===== src/rtl/stw_counter.sv =====
// Stopwatch timekeeping datapath: divides CLK down to a centisecond tick and
// advances a BCD MM:SS.cc count while enabled, with synchronous clear.
module stw_counter #(
    parameter int unsigned TICK_DIV = 10000
) (
    input  logic       CLK,
    input  logic       RST,
    input  logic       STW_ON,
    input  logic       STW_RST_N,
    output logic [3:0] CS_L,
    output logic [3:0] CS_H,
    output logic [3:0] SEC_L,
    output logic [3:0] SEC_H,
    output logic [3:0] MIN_L,
    output logic [3:0] MIN_H,
    output logic       TICK,
    output logic       OVF
);

    localparam logic [15:0] PRE_LAST = 16'(TICK_DIV - 1);

    logic [15:0] pre;
    logic        tc;
    logic        cs_l_max, cs_h_max, sec_l_max, sec_h_max, min_l_max, min_h_max;
    logic        c_cs_h, c_sec_l, c_sec_h, c_min_l, c_min_h, c_wrap;

    assign tc        = (pre == PRE_LAST) & STW_ON & STW_RST_N;
    assign cs_l_max  = (CS_L  == 4'd9);
    assign cs_h_max  = (CS_H  == 4'd9);
    assign sec_l_max = (SEC_L == 4'd9);
    assign sec_h_max = (SEC_H == 4'd5);
    assign min_l_max = (MIN_L == 4'd9);
    assign min_h_max = (MIN_H == 4'd5);

    // Each carry means every lower digit is at its maximum on a tick edge.
    assign c_cs_h  = tc      & cs_l_max;
    assign c_sec_l = c_cs_h  & cs_h_max;
    assign c_sec_h = c_sec_l & sec_l_max;
    assign c_min_l = c_sec_h & sec_h_max;
    assign c_min_h = c_min_l & min_l_max;
    assign c_wrap  = c_min_h & min_h_max;

    always_ff @(posedge CLK or negedge RST) begin
        if (!RST) begin
            pre   <= '0;
            CS_L  <= '0;
            CS_H  <= '0;
            SEC_L <= '0;
            SEC_H <= '0;
            MIN_L <= '0;
            MIN_H <= '0;
            TICK  <= 1'b0;
            OVF   <= 1'b0;
        end else if (!STW_RST_N) begin
            // Clear beats a coincident tick, including the full wrap.
            pre   <= '0;
            CS_L  <= '0;
            CS_H  <= '0;
            SEC_L <= '0;
            SEC_H <= '0;
            MIN_L <= '0;
            MIN_H <= '0;
            TICK  <= 1'b0;
            OVF   <= 1'b0;
        end else begin
            TICK <= tc;
            OVF  <= c_wrap;
            if (tc) begin
                pre <= '0;
            end else if (STW_ON) begin
                pre <= pre + 16'd1;
            end
            if (tc)      CS_L  <= cs_l_max  ? 4'd0 : CS_L  + 4'd1;
            if (c_cs_h)  CS_H  <= cs_h_max  ? 4'd0 : CS_H  + 4'd1;
            if (c_sec_l) SEC_L <= sec_l_max ? 4'd0 : SEC_L + 4'd1;
            if (c_sec_h) SEC_H <= sec_h_max ? 4'd0 : SEC_H + 4'd1;
            if (c_min_l) MIN_L <= min_l_max ? 4'd0 : MIN_L + 4'd1;
            if (c_min_h) MIN_H <= min_h_max ? 4'd0 : MIN_H + 4'd1;
        end
    end

endmodule


===== config.mk =====
export PLATFORM = sky130hd
export DESIGN_NAME = stw_counter
export DESIGN_NICKNAME = d
export VERILOG_FILES = /design/src/rtl/stw_counter.sv
export SDC_FILE = /design/constraint.sdc
export NUM_CORES = 1
export LEC_CHECK = 0
export ABC_AREA = 1
export BUFFER_PORTS_ARGS = -buffer_cell sky130_fd_sc_hd__buf_2
export CAP_MARGIN = 0
export CORE_MARGIN = 1.5
export CORE_UTILIZATION = 40
export CTS_BUF_LIST = sky130_fd_sc_hd__clkbuf_4 sky130_fd_sc_hd__clkbuf_8 sky130_fd_sc_hd__clkbuf_16
export CTS_CLUSTER_SIZE = 40
export DETAILED_ROUTE_END_ITERATION = 10
export PLACE_DENSITY_LB_ADDON = 0.3
export RECOVER_POWER = 100
export SYNTH_ARGS = -nofsm -noshare
export SYNTH_HDL_FRONTEND = slang
export SYNTH_SLANG_ARGS = --single-unit

===== constraint.sdc =====
create_clock -name CLK -period 3.95 [get_ports CLK]
set_clock_uncertainty 0.15 [all_clocks]
set_input_delay 0.395 -clock CLK [delete_from_list [all_inputs] [get_ports CLK]]
set_output_delay 0.395 -clock CLK [all_outputs]
set_load 0.05 [all_outputs]

# Word level (Yosys, flattened, before mapping)
# Index checks and enable logic that the tools add are counted.
# W data, S select, Z words.
[classes]
mul = 0
n_shift = 0
div_mod_pow = 0
n_mux = 23
n_bitwise = 8
order_cmp = 0
addsub = 7
n_eq_ne = 14
n_reduce_logical = 0
[op_table]
columns = ["operator", "n"]
rows = [
  ["$mux W4", 18],
  ["$mux W16", 3],
  ["$add A4 B1 Y4 const B", 6],
  ["$add A16 B1 Y16 const B", 1],
  ["$eq A16 B14 Y1 const B", 1],
  ["$eq A4 B4 Y1 const B", 4],
  ["$ne A2 B1 Y1 const B", 6],
  ["$and A1 B1 Y1", 8],
  ["$eq A4 B3 Y1 const B", 2],
  ["$ne A3 B2 Y1 const B", 1],
  ["$mux W1", 2],
]
[totals]
latch_bits = 0
rom_bits = 0
ramBits = 0
register_bits = 42
output_inout_bits = 26
memories = 0
elab_cells = 61
inputBits = 4

# Longest topological paths before layout
[logic_depth]
depth_word = 10
ltp_mapped = 12

# Worst setup path before layout
# OpenSTA, ideal clock, no wires.
[synth_timing]
path_type = "flip-flop to flip-flop"
start = "register CS_L[0]"
end = "register MIN_H[2]"
path_slack_ns = 1.858
arrival_time_ns = 1.823
t_required_ns = 3.681
path_stages_with_launch = 9
setup_ns = 0.119
cell_sequence = "dfrtp_1 -> ha_1 -> nand3_1 -> inv_1 -> nand4_1 -> nor2_1 -> nand4_1 -> nand3_1 -> nand2_1"
[synth_via]
elab_chain_cells = 7
[synth_rtl]
columns = ["item", "line", "rtl"]
rows = [
  ["start, declared", "10", "output logic [3:0] CS_L,"],
  ["start signal, assigned", "73", "if (tc) CS_L <= cs_l_max ? 4'd0 : CS_L + 4'd1;"],
  ["$eq A4 B4 Y1", "28", "assign cs_l_max = (CS_L == 4'd9);"],
  ["$and A1 B1 Y1", "36", "assign c_cs_h = tc & cs_l_max;"],
  ["$and A1 B1 Y1", "37", "assign c_sec_l = c_cs_h & cs_h_max;"],
  ["$and A1 B1 Y1", "38", "assign c_sec_h = c_sec_l & sec_l_max;"],
  ["$and A1 B1 Y1", "39", "assign c_min_l = c_sec_h & sec_h_max;"],
  ["$and A1 B1 Y1", "40", "assign c_min_h = c_min_l & min_l_max;"],
  ["$ne A2 B1 Y1 (no source line)", "-", ""],
  ["end signal, assigned", "78", "if (c_min_h) MIN_H <= min_h_max ? 4'd0 : MIN_H + 4'd1;"],
  ["end, declared", "15", "output logic [3:0] MIN_H,"],
]
# No other way between the ends.
# A chain may end at the register's enable or synchronous reset.

# Worst setup path after layout
[layout_timing]
start = "register pre[0]"
end = "register MIN_L[1]"
[layout_via]
elab_chain_cells = 8
[layout_rtl]
columns = ["item", "line", "rtl"]
rows = [
  ["start, declared", "22", "logic [15:0] pre;"],
  ["start signal, assigned", "71", "pre <= pre + 16'd1;"],
  ["$eq A16 B14 Y1", "27", "assign tc = (pre == PRE_LAST) & STW_ON & STW_RST_N;"],
  ["$and A1 B1 Y1 (2 in series)", "27", ""],
  ["$and A1 B1 Y1", "36", ""],
  ["$and A1 B1 Y1", "37", ""],
  ["$and A1 B1 Y1", "38", ""],
  ["$and A1 B1 Y1", "39", ""],
  ["$ne A2 B1 Y1 (no source line)", "-", ""],
  ["end signal, assigned", "77", "if (c_min_l) MIN_L <= min_l_max ? 4'd0 : MIN_L + 4'd1;"],
  ["end, declared", "14", "output logic [3:0] MIN_L,"],
]
# No other way between the ends.

==> results.sh <==
export IMPL_outcome="finished, violations left"
export IMPL_violations="capacitance limit, slew limit"
export IMPL_place_ws_ns=1.718
export IMPL_hpwl_um=3510
export IMPL_numClockSinks=42
export IMPL_rr_endpoint="MIN_L[1]"
export IMPL_slew_violations=43
export IMPL_netSwitchingPower_mw=0.1986
export IMPL_vias=1932
export IMPL_ir_drop_mv=0.1598
export IMPL_intPower_mw=0.6498
export IMPL_synth_area_leaders="dfrtp_1, nand2_1, ha_1"
export IMPL_min_period_over_period_pct=68.34
export IMPL_num_rows=27
export IMPL_rrSetupSlack_ns=1.25
export IMPL_ys_seq_elements=42
export IMPL_finalWorstSetupSlack_ns=1.250
export IMPL_worst_hold_slack_ns=0.2787
export IMPL_finalSetupTns_ns=0
export IMPL_cts_resized=0
export IMPL_slew_headroom_pct=-46.56
export IMPL_clkLatencyLatePin_ns=0.30
export IMPL_syn_nets=301
export IMPL_viasPerCell=4.954
export IMPL_synth_xor_area_share_pct=5.585
export IMPL_core_um2=5574
export IMPL_pwr_share_comb_pct=6.5
export IMPL_worst_pin_slew_ns=2.198
export IMPL_cts_tree="built"
export IMPL_track_usage_pct=17.00
export IMPL_min_to="pre[1]"
export IMPL_cts_root_buffer="clkbuf_8"
export IMPL_grt_pass1_vias=1808
export IMPL_ys_types=31
export IMPL_boundaryPins=30
export IMPL_end_kind="flip-flop"
export IMPL_finalPower_mw=0.8484
export IMPL_clock_fmax_mhz=370.4
export IMPL_io_buffer_count=29
export IMPL_final_area_um2=2613
export IMPL_cts_hold_buf=0
export IMPL_power_frac_clock_pct=41.3
export IMPL_antenna_cells=0
export IMPL_timing_rr_start="pre[0]"
export IMPL_totalWireLength_um=4818
export IMPL_synth_area_per_cell_um2=8.283
export IMPL_min_path_cells=2
export IMPL_drc_errors=0
export IMPL_cts_path_max_buffers=2
export IMPL_drive_above_1_share_pct=4.403
export IMPL_synth_compound_area_share_pct=8.511
export IMPL_start_kind="flip-flop"
export IMPL_criticalPathCategory="reg -> reg"
export IMPL_ys_seq_area_share_pct=44.68
export IMPL_wire_per_inst_um=12.35
export IMPL_firstDrtPassIters=4
export IMPL_die_x_um=79.69
export IMPL_worstRegToRegCells=12
export IMPL_min_path_type="in -> reg"
export IMPL_htree_levels=2
export IMPL_antenna_found_initial=0
export IMPL_synth_async_reset_ratio_pct=100.0
export IMPL_grt_pass1_wl_um=8438
export IMPL_yosysWarningCount=0
export IMPL_powerDensity_nw_per_um2=324.8
export IMPL_netSwitchingFraction_pct=23.41
export IMPL_hold_viol_final=0
export IMPL_finalNonFillerCells=390
export IMPL_fin_util_pct=46.87
export IMPL_placed_area_um2=2575
export IMPL_synth_largest_area_cell="dfrtp_1"
export IMPL_dp_cells=382
export IMPL_fp_dieArea_um2=6350
export IMPL_cap_violations=1
export IMPL_postCtsSetupBuffers=0
export IMPL_crit_required_ns=3.99
export IMPL_first_iter_violations=100
export IMPL_period_minus_slack_ns=2.700
export IMPL_busiest_layer="met2"
export IMPL_grt_use_met1_pct=23.84
export IMPL_finalWeightedCongestion=0.8179
export IMPL_overflow=0
export IMPL_worstPathArrival_ns=2.74
export IMPL_grt_start_max_net_pins=43
export IMPL_worstHoldStart="STW_ON"
export IMPL_synth_top_area_share_pct=44.68
export IMPL_ant_nets=0
export IMPL_synth_simple_area_share_pct=26.17
export IMPL_syn_cell_area_um2=2352
export IMPL_nets=334
export IMPL_muxShareOfSynthArea_pct=0.9043
export IMPL_p_leak_nw=1.227
export IMPL_synth_top_family_by_area="simple AND/OR/NAND/NOR gates"
export IMPL_use_met3_pct=2.971
export IMPL_syn_inst=284
export IMPL_cp_max_fo=6
export IMPL_rsz0062_at_grt="false"
export IMPL_yosys_area_share_adder_pct=6.915
export IMPL_ys_flop_type="dfrtp_1"
export IMPL_die_h_um=79.69
export IMPL_cts_buffers=5
export IMPL_setup_viol=0
export IMPL_area_growth_pct=11.06
export IMPL_clkSlewWorstSetupHoldPaths_ns=0.08
export IMPL_initial_core_util_pct=42.20
export IMPL_met2_usage_pct=26.36
export IMPL_synth_edf_count=0
export IMPL_power_share_sequential_pct=52.1
-- critical path, stage by stage (launching register included) --
cell and delay (ns):
dfrtp_1 0.40, ha_1 0.19, nand2_1 0.07, inv_1 0.08, nand2_1 0.05, nor2_1 0.17
nand3_1 0.17, nor2_1 0.26, nand2_1 0.15, o21ai_0 0.58, nand2_2 0.17, nand2_1 0.10
nand2_1 0.05
-- worst max path at each step --
stage | from | endpoint | cells past startpoint
after global placement | STW_RST_N | pre[15] | 9
after global routing | pre[0] | MIN_L[3] | 12
after detailed placement | STW_RST_N | pre[15] | 9
after CTS | pre[0] | pre[12] | 10
after floorplan | CS_L[0] | MIN_H[2] | 8
final | pre[0] | MIN_L[1] | 12
-- power groups by stage --
stage	clock network (mW)	registers, mW	logic, mW
final	0.351	0.442	0.0554
after floorplan	0	0.462	0.0243
after global placement	0	0.450	0.0572
after CTS	0.359	0.442	0.0588
after global routing	0.373	0.443	0.0623
after detailed placement	0	0.451	0.0590
-- synthesized netlist by cell type, drive strengths merged (5+ instances only) --
| master | n |
|---|---|
| a21oi | 9 |
| nand4 | 7 |
| nand3 | 30 |
| xnor2 | 5 |
| xor2 | 10 |
| o21ai | 16 |
| inv | 42 |
| dfrtp | 42 |
| nand2 | 49 |
| nor2 | 33 |
| o22ai | 6 |
| nor3 | 11 |
| ha | 13 |
-- sequential cells by signal, indices dropped and copies added (netlist names) --
register and flops:
pre 16, CS_H 4, CS_L 4, MIN_H 4, MIN_L 4, SEC_H 4
SEC_L 4, OVF 1, TICK 1
-- cell families (layout without fill, tap and decap cells) --
group / count (synthesis) / in the layout
AO/OA/AOI/OAI: 34 / 34
AND/OR/NAND/NOR: 133 / 133
buffers and inverters: 45 / 79
flip-flops: 42 / 42
adder cells (fa/ha/maj): 13 / 13
multiplexers: 2 / 2
XOR/XNOR: 15 / 15
-- cell type report --
class / count / area, µm²
Clock buffer: 7 / 83.83
Clock inverter: 1 / 30.03
Fill cell: 577 / 2962
Inverter: 42 / 157.7
Multi-Input combinational cell: 197 / 1090
Sequential cell: 42 / 1051
Tap cell: 72 / 90.09
Timing Repair Buffer: 29 / 110.1
-- placed cells by master (no fill, tap or decap), types with 2 or more instances in the layout --
master     n
o22ai_1    6
o21ai_0   15
nand2_1   48
ha_1      13
xnor2_1    5
and3_1     2
dfrtp_1   42
nor3_1    10
nand4_1    7
nand3_1   30
clkbuf_4   2
inv_1     41
nor2_1    32
a21oi_1    9
clkbuf_1  28
xor2_1    10
clkbuf_8   5
-- metal layers --
metal	vias to the layer above	share of wire, %	wire length [µm]
met3	5	3.4	162
met1	907	51	2446
met5	-	0	0
met2	28	44	2135
li1	992	-	-
met4	0	1.5	74
Note: power is estimated with default switching activity, not from simulation.
